File: src/rtl/ts4231_config_scheduler.sv
// ---------------------------------------------------------------------------
// ts4231_config_scheduler
//
// Time-shares one TS4231 configurator engine across N_SENSORS light-sensor
// front ends. Each enabled sensor in turn is muxed onto the engine, given a
// settle window with the engine held in reset, and then one or more
// configuration attempts, each bounded by a timeout. The per-sensor result
// is reported in configured_mask / failed_mask.
//
// Ports
//   clk_96MHz, rst_n        : clock, synchronous active-low reset
//   start, sensor_enable    : scan request (taken only in IDLE) and channel set
//   e_in, d_in              : registered sensor pad inputs
//   e_out/e_oe, d_out/d_oe  : sensor pad drives (only the selected channel)
//   eng_e_in, eng_d_in      : selected sensor's pads towards the engine
//   eng_e_out/oe, eng_d_out/oe : engine pad drives
//   cfg_reconfigure         : engine reconfigure request (high in RUN)
//   cfg_configured          : engine configured status
//   configured_mask, failed_mask : per-sensor results
//   busy, done, sel_idx     : scan status
// ---------------------------------------------------------------------------
module ts4231_config_scheduler #(
   parameter int N_SENSORS      = 4,
   parameter int SETTLE_CYCLES  = 16,
   parameter int TIMEOUT_CYCLES = 9_600_000,
   parameter int MAX_ATTEMPTS   = 3
) (
   input  logic                      clk_96MHz,
   input  logic                      rst_n,
   input  logic                      start,
   input  logic [N_SENSORS-1:0]      sensor_enable,
   input  logic [N_SENSORS-1:0]      e_in,
   input  logic [N_SENSORS-1:0]      d_in,
   output logic [N_SENSORS-1:0]      e_out,
   output logic [N_SENSORS-1:0]      e_oe,
   output logic [N_SENSORS-1:0]      d_out,
   output logic [N_SENSORS-1:0]      d_oe,
   output logic                      eng_e_in,
   output logic                      eng_d_in,
   input  logic                      eng_e_out,
   input  logic                      eng_e_oe,
   input  logic                      eng_d_out,
   input  logic                      eng_d_oe,
   output logic                      cfg_reconfigure,
   input  logic                      cfg_configured,
   output logic [N_SENSORS-1:0]      configured_mask,
   output logic [N_SENSORS-1:0]      failed_mask,
   output logic                      busy,
   output logic                      done,
   output logic [((N_SENSORS > 1) ? $clog2(N_SENSORS) : 1)-1:0] sel_idx
);

   localparam int IDX_W = (N_SENSORS > 1) ? $clog2(N_SENSORS) : 1;
   localparam int TMO_W = $clog2(TIMEOUT_CYCLES + 1);
   localparam int SET_W = $clog2(SETTLE_CYCLES + 1);
   localparam int ATT_W = $clog2(MAX_ATTEMPTS + 1);

   typedef enum logic [2:0] {
      ST_IDLE,
      ST_SELECT,
      ST_RUN,
      ST_NEXT,
      ST_DONE
   } state_t;

   state_t               state_q, state_d;
   logic [N_SENSORS-1:0] en_q, en_d;
   logic [IDX_W-1:0]     sel_idx_q, sel_idx_d;
   logic [ATT_W-1:0]     attempt_q, attempt_d;
   logic [SET_W-1:0]     settle_cnt_q, settle_cnt_d;
   logic [TMO_W-1:0]     timeout_cnt_q, timeout_cnt_d;
   logic                 armed_q, armed_d;
   logic [N_SENSORS-1:0] configured_mask_q, configured_mask_d;
   logic [N_SENSORS-1:0] failed_mask_q, failed_mask_d;
   logic [IDX_W:0]       hit;

   // Lowest set bit of mask at or above index 'from'; MSB of result = found.
   function automatic logic [IDX_W:0] find_set_bit(input logic [N_SENSORS-1:0] mask,
                                                   input int from);
      logic [IDX_W:0] res;
      res = '0;
      for (int i = N_SENSORS - 1; i >= 0; i--) begin
         if (mask[i] && (i >= from)) begin
            res = {1'b1, IDX_W'(i)};
         end
      end
      return res;
   endfunction

   // Next-state logic for the scan sequencer.
   always_comb begin
      state_d           = state_q;
      en_d              = en_q;
      sel_idx_d         = sel_idx_q;
      attempt_d         = attempt_q;
      settle_cnt_d      = settle_cnt_q;
      timeout_cnt_d     = timeout_cnt_q;
      armed_d           = armed_q;
      configured_mask_d = configured_mask_q;
      failed_mask_d     = failed_mask_q;
      hit               = '0;

      case (state_q)
         ST_IDLE: begin
            if (start) begin
               en_d              = sensor_enable;
               configured_mask_d = '0;
               failed_mask_d     = '0;
               attempt_d         = ATT_W'(1);
               settle_cnt_d      = '0;
               hit               = find_set_bit(sensor_enable, 0);
               if (hit[IDX_W]) begin
                  sel_idx_d = hit[IDX_W-1:0];
                  state_d   = ST_SELECT;
               end else begin
                  state_d   = ST_DONE;
               end
            end
         end

         ST_SELECT: begin
            if (settle_cnt_q == SET_W'(SETTLE_CYCLES - 1)) begin
               timeout_cnt_d = '0;
               armed_d       = 1'b0;
               state_d       = ST_RUN;
            end else begin
               settle_cnt_d = settle_cnt_q + SET_W'(1);
            end
         end

         ST_RUN: begin
            // A configured level only counts after the engine has been seen
            // low in this attempt, so a stale high from the last sensor is ignored.
            armed_d = armed_q | ~cfg_configured;
            if (armed_q && cfg_configured) begin
               configured_mask_d[sel_idx_q] = 1'b1;
               state_d                      = ST_NEXT;
            end else if (timeout_cnt_q == TMO_W'(TIMEOUT_CYCLES - 1)) begin
               if (attempt_q == ATT_W'(MAX_ATTEMPTS)) begin
                  failed_mask_d[sel_idx_q] = 1'b1;
                  state_d                  = ST_NEXT;
               end else begin
                  attempt_d    = attempt_q + ATT_W'(1);
                  settle_cnt_d = '0;
                  state_d      = ST_SELECT;
               end
            end else begin
               timeout_cnt_d = timeout_cnt_q + TMO_W'(1);
            end
         end

         ST_NEXT: begin
            // Only search above the current index; the scan never wraps.
            hit          = find_set_bit(en_q, int'(sel_idx_q) + 1);
            attempt_d    = ATT_W'(1);
            settle_cnt_d = '0;
            if (hit[IDX_W]) begin
               sel_idx_d = hit[IDX_W-1:0];
               state_d   = ST_SELECT;
            end else begin
               state_d   = ST_DONE;
            end
         end

         ST_DONE: begin
            state_d = ST_IDLE;
         end

         default: begin
            state_d = ST_IDLE;
         end
      endcase
   end

   // State registers with synchronous active-low reset.
   always_ff @(posedge clk_96MHz) begin
      if (!rst_n) begin
         state_q           <= ST_IDLE;
         en_q              <= '0;
         sel_idx_q         <= '0;
         attempt_q         <= '0;
         settle_cnt_q      <= '0;
         timeout_cnt_q     <= '0;
         armed_q           <= 1'b0;
         configured_mask_q <= '0;
         failed_mask_q     <= '0;
      end else begin
         state_q           <= state_d;
         en_q              <= en_d;
         sel_idx_q         <= sel_idx_d;
         attempt_q         <= attempt_d;
         settle_cnt_q      <= settle_cnt_d;
         timeout_cnt_q     <= timeout_cnt_d;
         armed_q           <= armed_d;
         configured_mask_q <= configured_mask_d;
         failed_mask_q     <= failed_mask_d;
      end
   end

   // Pad mux: only the selected channel is connected, and only while the
   // engine is actually working on it; the engine otherwise sees an idle-high bus.
   always_comb begin
      e_out    = '0;
      e_oe     = '0;
      d_out    = '0;
      d_oe     = '0;
      eng_e_in = 1'b1;
      eng_d_in = 1'b1;
      if ((state_q == ST_SELECT) || (state_q == ST_RUN)) begin
         e_out[sel_idx_q] = eng_e_out;
         e_oe[sel_idx_q]  = eng_e_oe;
         d_out[sel_idx_q] = eng_d_out;
         d_oe[sel_idx_q]  = eng_d_oe;
         eng_e_in         = e_in[sel_idx_q];
         eng_d_in         = d_in[sel_idx_q];
      end
   end

   assign cfg_reconfigure = (state_q == ST_RUN);
   assign busy            = (state_q == ST_SELECT) || (state_q == ST_RUN) || (state_q == ST_NEXT);
   assign done            = (state_q == ST_DONE);
   assign sel_idx         = sel_idx_q;
   assign configured_mask = configured_mask_q;
   assign failed_mask     = failed_mask_q;

endmodule

File: config.mk
export PLATFORM = sky130hd
export DESIGN_NAME = ts4231_config_scheduler
export DESIGN_NICKNAME = d
export VERILOG_FILES = /design/src/rtl/ts4231_config_scheduler.sv
export SDC_FILE = /design/constraint.sdc
export NUM_CORES = 1
export LEC_CHECK = 0
export ABC_AREA = 1
export BUFFER_PORTS_ARGS = -buffer_cell sky130_fd_sc_hd__buf_2
export CORE_MARGIN = 3
export CORE_UTILIZATION = 50
export CTS_CLUSTER_SIZE = 40
export DETAILED_ROUTE_END_ITERATION = 8
export GPL_TIMING_DRIVEN = 0
export PLACE_DENSITY = 0.77
export SLEW_MARGIN = 40
export SYNTH_ARGS = -nofsm -noshare
export SYNTH_HDL_FRONTEND = slang
export SYNTH_SLANG_ARGS = --single-unit
File: constraint.sdc
create_clock -name clk_96MHz -period 4.64 [get_ports clk_96MHz]
set_clock_uncertainty 0.05 [all_clocks]
set_input_delay 1.392 -clock clk_96MHz [delete_from_list [all_inputs] [get_ports clk_96MHz]]
set_output_delay 1.392 -clock clk_96MHz [all_outputs]
set_load 0.01 [all_outputs]
==> impl_results.md, run 1 <==
- Critical Path RT: 3.20 ns
- Power per cell area: 420.9 nW/µm²
- # setup viols final: 0
- Top post-synthesis cells by count: 122 x nand2_1, 88 x nor2_1, 54 x inv_1
- CP endpoint kind: output port
- Crit path max-delay cell type: dfxtp_1
- Sequential area share after synthesis: 0.3109
- Via/cell ratio: 5.205
- Syn-to-layout area delta: 15.30%
- Post-synthesis cell type count: 38
- Drt wl/cell: 12.35 µm
- Yosys warning total: 0
- Clk Tree Root Cell: clkbuf_8
- Delay of the slowest critical-path stage: 0.44 ns
- Final Power: 1.500 mW
- DR iter-0 viols: 135
- TritonCTS clock tree: done
- DRT Wirelength: 7.532 mm
- Met1 usage: 0.2471
- First-pass GRT wire length: 12.50 mm
- Sink Count: 48
- Synthesized area: 3090 µm²
- CP Data Arrival Time: 2.04 ns
- Register-to-register setup slack: 2.59 ns
- Pin count of the biggest net entering global routing: 15
- Global Route Usage Sum: 0.2097
- Maxcap violations: 0
- Worst Path Max Fanout: 10
- Leak: 1.468 nW
- Tcrit/Tclk final: 0.7495
- Clock buffer depth: 2
- Tmin final: 3.478 ns
- Synth area leaders: dfxtp_1 31%, nand2_1 15%, nor2_1 11%
- Setup TNS: 0 ns
- Vias post-DR: 3175
- Critical path cell sequence: inv_4 > nand2_4 > nor2_8 > inv_2 > buf_6 > nand2_1 > nand2_1 > nor2_1 > buf_2
- Max Transition Viols Final: 0
- RSZ-0062 raised after global routing: false
- Crit Path Class: reg -> out
- Post-Syn Nets: 502
- Placeable Area: 5956 µm²
- Die area: 7161 µm²
- ANT nets after route: 0
- IO buf count: 50
- Synth top area share: 0.3109
- Fraction of registers with async set/reset: 0
- Met3 Use GR: 0.03925
- Post-CTS setup buffer count: 0
- Fmax: 0.2875 GHz
- Syn Inst Count: 478
- Largest area contributor in the netlist: dfxtp_1
- Share of cells above drive strength 1: 0.1794
- H-tree levels: 2
- EDFF count, synth: 0
- Die H: 84.62 µm
- CTS resizes: 0
- Slew of the pin with the lowest slew margin: 0.6578 ns
- Worst setup SP type: flop
- GRT overflow: 0
- Vias in the first global route: 2903
- Worst Hold Class: reg -> reg
- Ant diodes: 0
- Syn Area/Cell: 6.465 µm²
- Max_slew headroom: 0.5615
- Met2 Usage GRT: 0.3758
- Starting density of the core: 0.5189
- Residual DRC: 0
- Initial antenna violation count: 0
- Final #Nets: 559
- Top-count cell post-synth: nand2_1
- Core Rows: 28
- First-pass iteration count of the detailed router: 7
- Outcome: finished clean
- Routability-driven placement congestion ratio: 0.9052
- Ys flop type: dfxtp_1
- Clk Latency, worst-skew pair: 0.31 ns
- Cell repeated most along the worst path: nand2_1
- Ports: 51
- Worst-path clk slew: 0.09 ns
- Yosys reg bits: 48
- Total CTS buffers: 5
- Hold buffer count at CTS: 0
- Peak VDD IR: 0.3178 mV
- Hold Vio Cnt, Final: 0
- Die X: 84.62 µm
- GR peak layer: met2
- HPWL after detailed placement: 5.735 mm
==> report_power, final <==
part / internal [mW] / switching [mW]
combinational: 0.218 / 0.432
sequential: 0.457 / 0.0414
clock: 0.212 / 0.139
total: 0.887 / 0.613
==> state kept, by name, summed over array words and instances (netlist names) <==
signal and cells:
armed_q 1, attempt_q 2, configured_mask 4, en_q 3, failed_mask 4, sel_idx 2
settle_cnt_q 5, state_q 3, timeout_cnt_q 24
==> final cells by class <==
| class | instances | area (µm²) |
|---|---|---|
| buffer | 9 | 62.56 |
| multi-input combinational | 362 | 1843 |
| clock inverter | 2 | 60.06 |
| sequential | 48 | 960.9 |
| timing repair buffer | 50 | 250.2 |
| tap | 75 | 93.84 |
| fill | 583 | 2392 |
| clock buffer | 5 | 68.82 |
| inverter | 59 | 224.0 |
==> worst max-delay path: cells and delay by family, from the launching register on <==
| family | cells | cell delay [ns] |
|---|---|---|
| simple gates | 5 | 0.74 |
| flops | 1 | 0.44 |
| buf+inv | 4 | 0.53 |
==> path summary, 6_finish.rpt <==
path / start / end / cells after the start
setup / recovery: state_q[2]$_SDFFE_PN0P_ / d_out[3] / 9
hold / removal: failed_mask[0]$_SDFFE_PN0P_ / failed_mask[0]$_SDFFE_PN0P_ / 2
setup reg to reg: settle_cnt_q[0]$_SDFFE_PN0P_ / timeout_cnt_q[11]$_SDFFE_PN0P_ / 12
hold reg to reg: failed_mask[0]$_SDFFE_PN0P_ / failed_mask[0]$_SDFFE_PN0P_ / 2
==> layer usage <==
| layer | share of wire | routed length (µm) |
|---|---|---|
| met3 | 0.067 | 504 |
| met4 | 0.021 | 159 |
| met2 | 0.48 | 3619 |
| met5 | 0 | 0 |
| met1 | 0.43 | 3249 |
==> cells in the final DEF (no fill, tap or decap), types with 2 or more instances in the layout <==
cell type,netlist,routed
inv_2,3,3
nor3_1,10,10
xnor2_1,3,3
nand3_4,2,2
o21ai_0,8,8
clkbuf_8,0,5
bufinv_16,0,2
buf_6,3,3
ha_1,4,4
nand2_1,122,122
a22oi_1,3,3
clkbuf_1,3,3
nor2_1,88,88
nor2_2,4,4
dfxtp_1,48,48
xor2_1,10,10
inv_1,54,54
a21oi_1,36,36
a21oi_2,5,5
nand2_4,6,6
nand3_1,27,27
o21ai_1,2,2
nand2_2,2,2
nand4_1,17,17
nor2_4,2,2
buf_2,2,52
==> per-stage QoR <==
stage / hold WS, ns / utilization / worst slack (ns) / std cells / cell area, µm²
floorplan: 0.3888 / - / 1.500 / 478 / 3090
global placement: 0.3915 / 0.5767 / 1.300 / 603 / 3435
detailed placement: 0.3962 / 0.5767 / 1.270 / 603 / 3435
CTS: 0.4083 / 0.5983 / 1.167 / 610 / 3563
global route: 0.4338 / 0.5983 / 1.010 / 610 / 3563
finish: 0.4050 / 0.5983 / 1.162 / 610 / 3563
==> cells by family (layout without fill, tap and decap cells) <==
group                      after synthesis  after routing  share of synthesized area
AOI/OAI and AO/OA                       57             57                     0.1101
xor gates and xnor gates                13             13                    0.03684
adders and majority gates                4              4                    0.01619
DFF                                     48             48                     0.3109
and+or+nand+nor                        288            288                     0.4332
buffers and inverters                   68            125                    0.09271
(Power assumes the default switching activity.)
==> run 2, diff against run 1 <==
--- a/config.mk
+++ b/config.mk
@@ -12,7 +12,7 @@
 export CTS_CLUSTER_SIZE = 40
 export DETAILED_ROUTE_END_ITERATION = 8
 export GPL_TIMING_DRIVEN = 0
-export PLACE_DENSITY = 0.77
+export PLACE_DENSITY = 0.8
 export SLEW_MARGIN = 40
 export SYNTH_ARGS = -nofsm -noshare
 export SYNTH_HDL_FRONTEND = slang
==> constraint.sdc (replaced) <==
create_clock -name clk_96MHz -period 2.91 [get_ports clk_96MHz]
set_clock_uncertainty 0.05 [all_clocks]
set_input_delay 0.873 -clock clk_96MHz [delete_from_list [all_inputs] [get_ports clk_96MHz]]
set_output_delay 0.873 -clock clk_96MHz [all_outputs]
set_load 0.01 [all_outputs]
==> run 2 against run 1 <==
Non-clock buffer count is 2 higher. Total power grew 56%. Clock power is 38% higher. Largest cell class unchanged. Highest routed layer unchanged. Setup slack got worse by 0.98 ns. Combinational power grew 63%. Cell area is essentially flat. Die area unchanged.
==> impl_results.md, run 2 (synthesis results as in run 1) <==
- H-tree levels: 2 (unchanged)
- Biggest register: timeout_cnt_q
- Maxcap violations: 0 (unchanged)
- Residual DRC: 0 (unchanged)
- Clock buffer depth: 2 (unchanged)
- Die X: 84.62 µm (unchanged)
- # setup viols final: 0 (unchanged)
- Setup TNS: 0 ns (unchanged)
- Design area: 3565 µm² (about the same)
- Placeable Area: 5956 µm² (unchanged)
- Commonest non-fill, non-tap cell in the layout: nand2_1
- ANT nets after route: 0 (unchanged)
- Pin count of the biggest net entering global routing: 16 (+1)
- DR iter-0 viols: 143 (+5.9%)
- Initial antenna violation count: 0 (unchanged)
- Drt wl/cell: 12.42 µm (+0.61%)
- Vias post-DR: 3217 (+1.3%)
- First-pass GRT wire length: 13.17 mm (+5.4%)
- Outcome: finished clean
- HPWL after detailed placement: 5.912 mm (+3.1%)
- Peak VDD IR: 0.4019 mV (+26%)
- Core Rows: 28 (unchanged)
- Placed inst area: 3435 µm² (unchanged)
- Hold Vio Cnt, Final: 0 (unchanged)
- Clk Tree Root Cell: clkbuf_8
- Max_slew headroom: 0.6130 (+0.05147)
- First-pass iteration count of the detailed router: 4 (-3)
- Syn-to-layout area delta: 15.34% (about the same)
- Vias in the first global route: 3005 (+3.5%)
- Most frequent cells in the layout: 121 x nand2_1, 88 x nor2_1, 54 x inv_1, 52 x buf_2, 47 x dfxtp_1
- Die area: 7161 µm² (unchanged)
- Register-to-register setup slack: 0.85 ns (-1.74 ns)
- DRT Wirelength: 7.615 mm (+1.1%)
- Power per cell area: 656.4 nW/µm² (+56%)
- GRT overflow: 0 (unchanged)
- Final #Nets: 561 (+0.36%)
- Crit Path Class: reg -> out
- Starting density of the core: 0.5189 (unchanged)
- Global Route Usage Sum: 0.2189 (+0.009144)
- Tcrit/Tclk final: 0.9365
- Worst Hold Class: reg -> reg
- Share of cells above drive strength 1: 0.1877 (+0.008293)
- Ant diodes: 0 (unchanged)
- Biggest regs: timeout_cnt_q x24, settle_cnt_q x5
- Ports: 51 (unchanged)
- Routability-driven placement congestion ratio: 0.9581 (+5.8%)
- Via/cell ratio: 5.248 (+0.83%)
- Fin util: 0.5985 (about the same)
- TritonCTS clock tree: done
- RSZ-0062 raised after global routing: false
- Worst Path Max Fanout: 10 (unchanged)
- Slew of the pin with the lowest slew margin: 0.5805 ns (-0.07721 ns)
- Leak: 1.468 nW (about the same)
- CP endpoint kind: output port
- Final Power: 2.340 mW (+56%)
- CP Data Arrival Time: 1.80 ns (-0.24 ns)
- Clk Latency, worst-skew pair: 0.30 ns (about the same)
- Tmin final: 2.725 ns
- Max Transition Viols Final: 0 (unchanged)
- Pre-CTS WS: 0.2789 ns (-0.9907 ns)
- Critical Path RT: 1.99 ns (-1.21 ns)
- Final WS setup: 0.1848 ns (-0.9774 ns)
- Worst setup SP type: flop
- Worst-path clk slew: 0.09 ns (about the same)
- Die H: 84.62 µm (unchanged)
- Number of flip-flops in the largest register: 24 (unchanged)
- Hold buffer count at CTS: 0 (unchanged)
- IO buf count: 50 (unchanged)
- Total CTS buffers: 5 (unchanged)
- Sink Count: 48 (unchanged)
- Fmax: 0.3669 GHz
## run 2: cell count changes in the layout (fill, tap and decap cells not counted), sizes merged
cell | previous run | this run
bufinv | 2 | 1
clkinvlp | 0 | 1
clkinv | 1 | 2
buf | 56 | 58
## run 2: power breakdown
group	total (mW)	leakage, nW	switching (mW)	internal (mW)
sequential	0.796	0.390	0.0671	0.729
combinational	1.06	1.02	0.700	0.360
clock	0.484	0.0541	0.229	0.254
## run 2: metrics by stage
| step | std cells | hold WS, ns |
|---|---|---|
| 2_1_floorplan | 478 | 0.3888 |
| 3_3_place_gp | 603 | 0.3896 |
| 3_5_place_dp | 603 | 0.3912 |
| 4_1_cts | 611 | 0.4058 |
| 5_1_grt | 613 | 0.4204 |
| 6_report | 613 | 0.4030 |
## run 2: per-layer routing
layer	vias up	global-route usage	share of wire
met5	-	0	0
met1	1469	0.2586	0.43
met4	0	0.06475	0.016
met2	96	0.4000	0.49
li1	1642	-	-
met3	10	0.04024	0.060
## run 2: final timing paths
kind / startpoint / end / cells after the start
worst max-delay path: state_q[2]$_SDFFE_PN0P_ / e_out[3] / 9
worst min-delay path: failed_mask[0]$_SDFFE_PN0P_ / failed_mask[0]$_SDFFE_PN0P_ / 2
worst max register to register: settle_cnt_q[0]$_SDFFE_PN0P_ / timeout_cnt_q[23]$_SDFFE_PN0P_ / 12
worst min register to register: failed_mask[0]$_SDFFE_PN0P_ / failed_mask[0]$_SDFFE_PN0P_ / 2
## run 2: timing repair
action	in CTS	in global routing
hold endpoints to repair	0	0
setup endpoints to repair	11	16
setup buffers	0	2
pin swaps	0	1
resized for setup	1	1
## run 2: worst max-delay path: stages (launching register included)
cell and delay, ns:
dfxtp_2 0.40, inv_4 0.11, nand2_4 0.07, nor2_8 0.14, inv_2 0.08, buf_6 0.15, nand2_2 0.11, nand2_1 0.13
nor2_1 0.15, buf_2 0.15
## run 2: cell type report
type / instances / area [µm²]
inverter: 59 / 224.0
clock buffer: 5 / 68.82
fill: 557 / 2391
multi-input combinational: 362 / 1846
timing repair buffer: 52 / 265.3
buffer: 9 / 62.56
sequential: 48 / 962.2
tap: 75 / 93.84
clock inverter: 3 / 42.54
==> run 3, diff against run 2 <==
--- a/config.mk
+++ b/config.mk
@@ -12,7 +12,7 @@
 export CTS_CLUSTER_SIZE = 40
 export DETAILED_ROUTE_END_ITERATION = 8
 export GPL_TIMING_DRIVEN = 0
-export PLACE_DENSITY = 0.8
+export PLACE_DENSITY_LB_ADDON = 0.3
 export SLEW_MARGIN = 40
 export SYNTH_ARGS = -nofsm -noshare
 export SYNTH_HDL_FRONTEND = slang
==> run 3 against run 2 <==
Non-clock buffer count down 2. Worst hold slack better by 0.00099 ns. Global-route usage decreased by 0.67 points. Clock power increased by 16%. Combinational power about the same.
==> impl_results.md, run 3 (synthesis results as in run 1) <==
- Outcome: finished clean
- Hold Path End: failed_mask[3]$_SDFFE_PN0P_
- Vias in the first global route: 2865 (-4.7%)
- Worst-path clk slew: 0.09 ns (about the same)
- H-tree levels: 2 (unchanged)
- Global Route Usage Sum: 0.2122 (-0.006706)
- Commonest non-fill, non-tap cell in the layout: nand2_1
- DR iter-0 viols: 197 (+38%)
- Die area: 7161 µm² (unchanged)
- Reg2reg end: timeout_cnt_q[21]$_SDFFE_PN0P_
- Biggest register: timeout_cnt_q
- Leak: 1.468 nW (about the same)
- Worst min-delay path startpoint: failed_mask[3]$_SDFFE_PN0P_
- Number of flip-flops in the largest register: 24 (unchanged)
- Vias post-DR: 3115 (-3.2%)
- Clk Latency, worst-skew pair: 0.30 ns (about the same)
- TritonCTS clock tree: done
- Residual DRC: 0 (unchanged)
- Maxcap violations: 0 (unchanged)
- Drt wl/cell: 12.16 µm (-2.1%)
- IO buf count: 50 (unchanged)
- Placeable Area: 5956 µm² (unchanged)
- Final #Nets: 559 (-0.36%)
- Biggest regs: timeout_cnt_q x24, settle_cnt_q x5
- Via/cell ratio: 5.107 (-2.7%)
- Non-filler cells, final: 610 (-0.49%)
- Clk Tree Root Cell: clkbuf_8
- Total CTS buffers: 5 (unchanged)
- Worst hold path stage count: 2 (unchanged)
- CP endpoint kind: output port
- Register-to-register setup slack: 0.88 ns (+0.03 ns)
- Tmin final: 2.755 ns (+0.03012 ns)
- First-pass GRT wire length: 12.55 mm (-4.7%)
- Slew of the pin with the lowest slew margin: 0.6404 ns (+0.05984 ns)
- Syn-to-layout area delta: 15.43% (about the same)
- Max_slew headroom: 0.5731 (-0.03989)
- First-pass iteration count of the detailed router: 4 (unchanged)
- GRT overflow: 0 (unchanged)
- Clock buffer depth: 2 (unchanged)
- Fmax: 0.3629 GHz (-1.1%)
- Worst setup SP type: flop
- RSZ-0062 raised after global routing: false
- Ports: 51 (unchanged)
- CP Data Arrival Time: 1.83 ns (+0.03 ns)
- Worst Hold Class: reg -> reg
- Core Rows: 28 (unchanged)
- Ant diodes: 0 (unchanged)
- Pin count of the biggest net entering global routing: 15 (-1)
- Post-Place Cells: 603 (unchanged)
- Share of cells above drive strength 1: 0.1832 (-0.004555)
- Routability-driven placement congestion ratio: 0.9234 (-3.6%)
- HPWL after detailed placement: 5.752 mm (-2.7%)
- FF-to-FF Start: timeout_cnt_q[0]$_SDFFE_PN0P_
- Max Transition Viols Final: 0 (unchanged)
- Crit path launch: state_q[2]$_SDFFE_PN0P_
- Hold Vio Cnt, Final: 0 (unchanged)
- ANT nets after route: 0 (unchanged)
- Power per cell area: 673.8 nW/µm² (+2.7%)
- Tcrit/Tclk final: 0.9468 (+0.01035)
- Die X: 84.62 µm (unchanged)
- Die H: 84.62 µm (unchanged)
- Initial antenna violation count: 0 (unchanged)
- Most frequent cells in the layout: 121 x nand2_1, 88 x nor2_1, 54 x inv_1, 52 x buf_2, 47 x dfxtp_1
- Critical Path RT: 1.99 ns (about the same)
- DRT Wirelength: 7.417 mm (-2.6%)
- Peak VDD IR: 0.4120 mV (+2.5%)
- Starting density of the core: 0.5189 (unchanged)
- Crit Path Class: reg -> out
- Reg2reg path depth: 10 (-2)
- Worst Path Max Fanout: 10 (unchanged)
- Setup TNS: 0 ns (unchanged)
- Sink Count: 48 (unchanged)
- # setup viols final: 0 (unchanged)
-- run 3: final cells by class --
class	count	area (µm²)
Buffer	9	62.56
Sequential cell	48	962.2
Clock inverter	2	60.06
Multi-Input combinational cell	362	1846
Fill cell	595	2389
Clock buffer	5	68.82
Inverter	59	224.0
Timing Repair Buffer	50	250.2
Tap cell	75	93.84
-- run 3: timing repair --
action | 4_1_cts | 5_1_grt
hold buffers | 0 | 0
buffers inserted | 0 | 0
endpoints found under the setup margin | 16 | 16
gates resized for setup | 1 | 1
-- run 3: report_power, final --
group / switching [mW] / internal (mW)
clock network: 0.224 / 0.338
logic: 0.696 / 0.349
registers: 0.0671 / 0.729
total: 0.987 / 1.42
-- run 3: worst max-delay path by stage --
stage | endpoint | slack, ns | depth (start not counted)
global placement | d_oe[0] | 0.36 | 9
floorplan | d_oe[0] | 0.58 | 8
detailed placement | e_oe[2] | 0.31 | 9
CTS | e_oe[2] | 0.04 | 9
global route | d_out[1] | 0.002 | 9
finish | e_oe[2] | 0.15 | 9
-- run 3: worst max-delay path, cell delays in order (launching register included) --
cell     delay (ns)
dfxtp_2        0.40
inv_4          0.11
nand2_4        0.07
nor2_8         0.21
inv_2          0.10
buf_6          0.16
nand2_2        0.12
nand2_1        0.13
nor2_1         0.10
buf_2          0.14
-- run 3: routing by layer --
metal | vias up | part of all wire | GRT usage
met2 | 49 | 0.50 | 0.3587
met5 | - | 0 | 0
met3 | 15 | 0.031 | 0.03337
met1 | 1415 | 0.45 | 0.2676
li1 | 1636 | - | -
met4 | 0 | 0.023 | 0.08921
-- run 3: per-stage QoR --
| stage | power, mW | area, µm² | hold slack [ns] | util | worst slack [ns] |
|---|---|---|---|---|---|
| 3_3_place_gp | 1.832 | 3435 | 0.3852 | 0.5767 | 0.3622 |
| 5_1_grt | 2.576 | 3567 | 0.4251 | 0.5990 | 0.002369 |
| 6_report | 2.404 | 3567 | 0.4040 | 0.5990 | 0.1547 |
| 4_1_cts | 2.418 | 3565 | 0.4047 | 0.5985 | 0.04428 |
| 3_5_place_dp | 1.853 | 3435 | 0.3901 | 0.5767 | 0.3107 |
| 2_1_floorplan | 1.574 | 3090 | 0.3888 | - | 0.5810 |
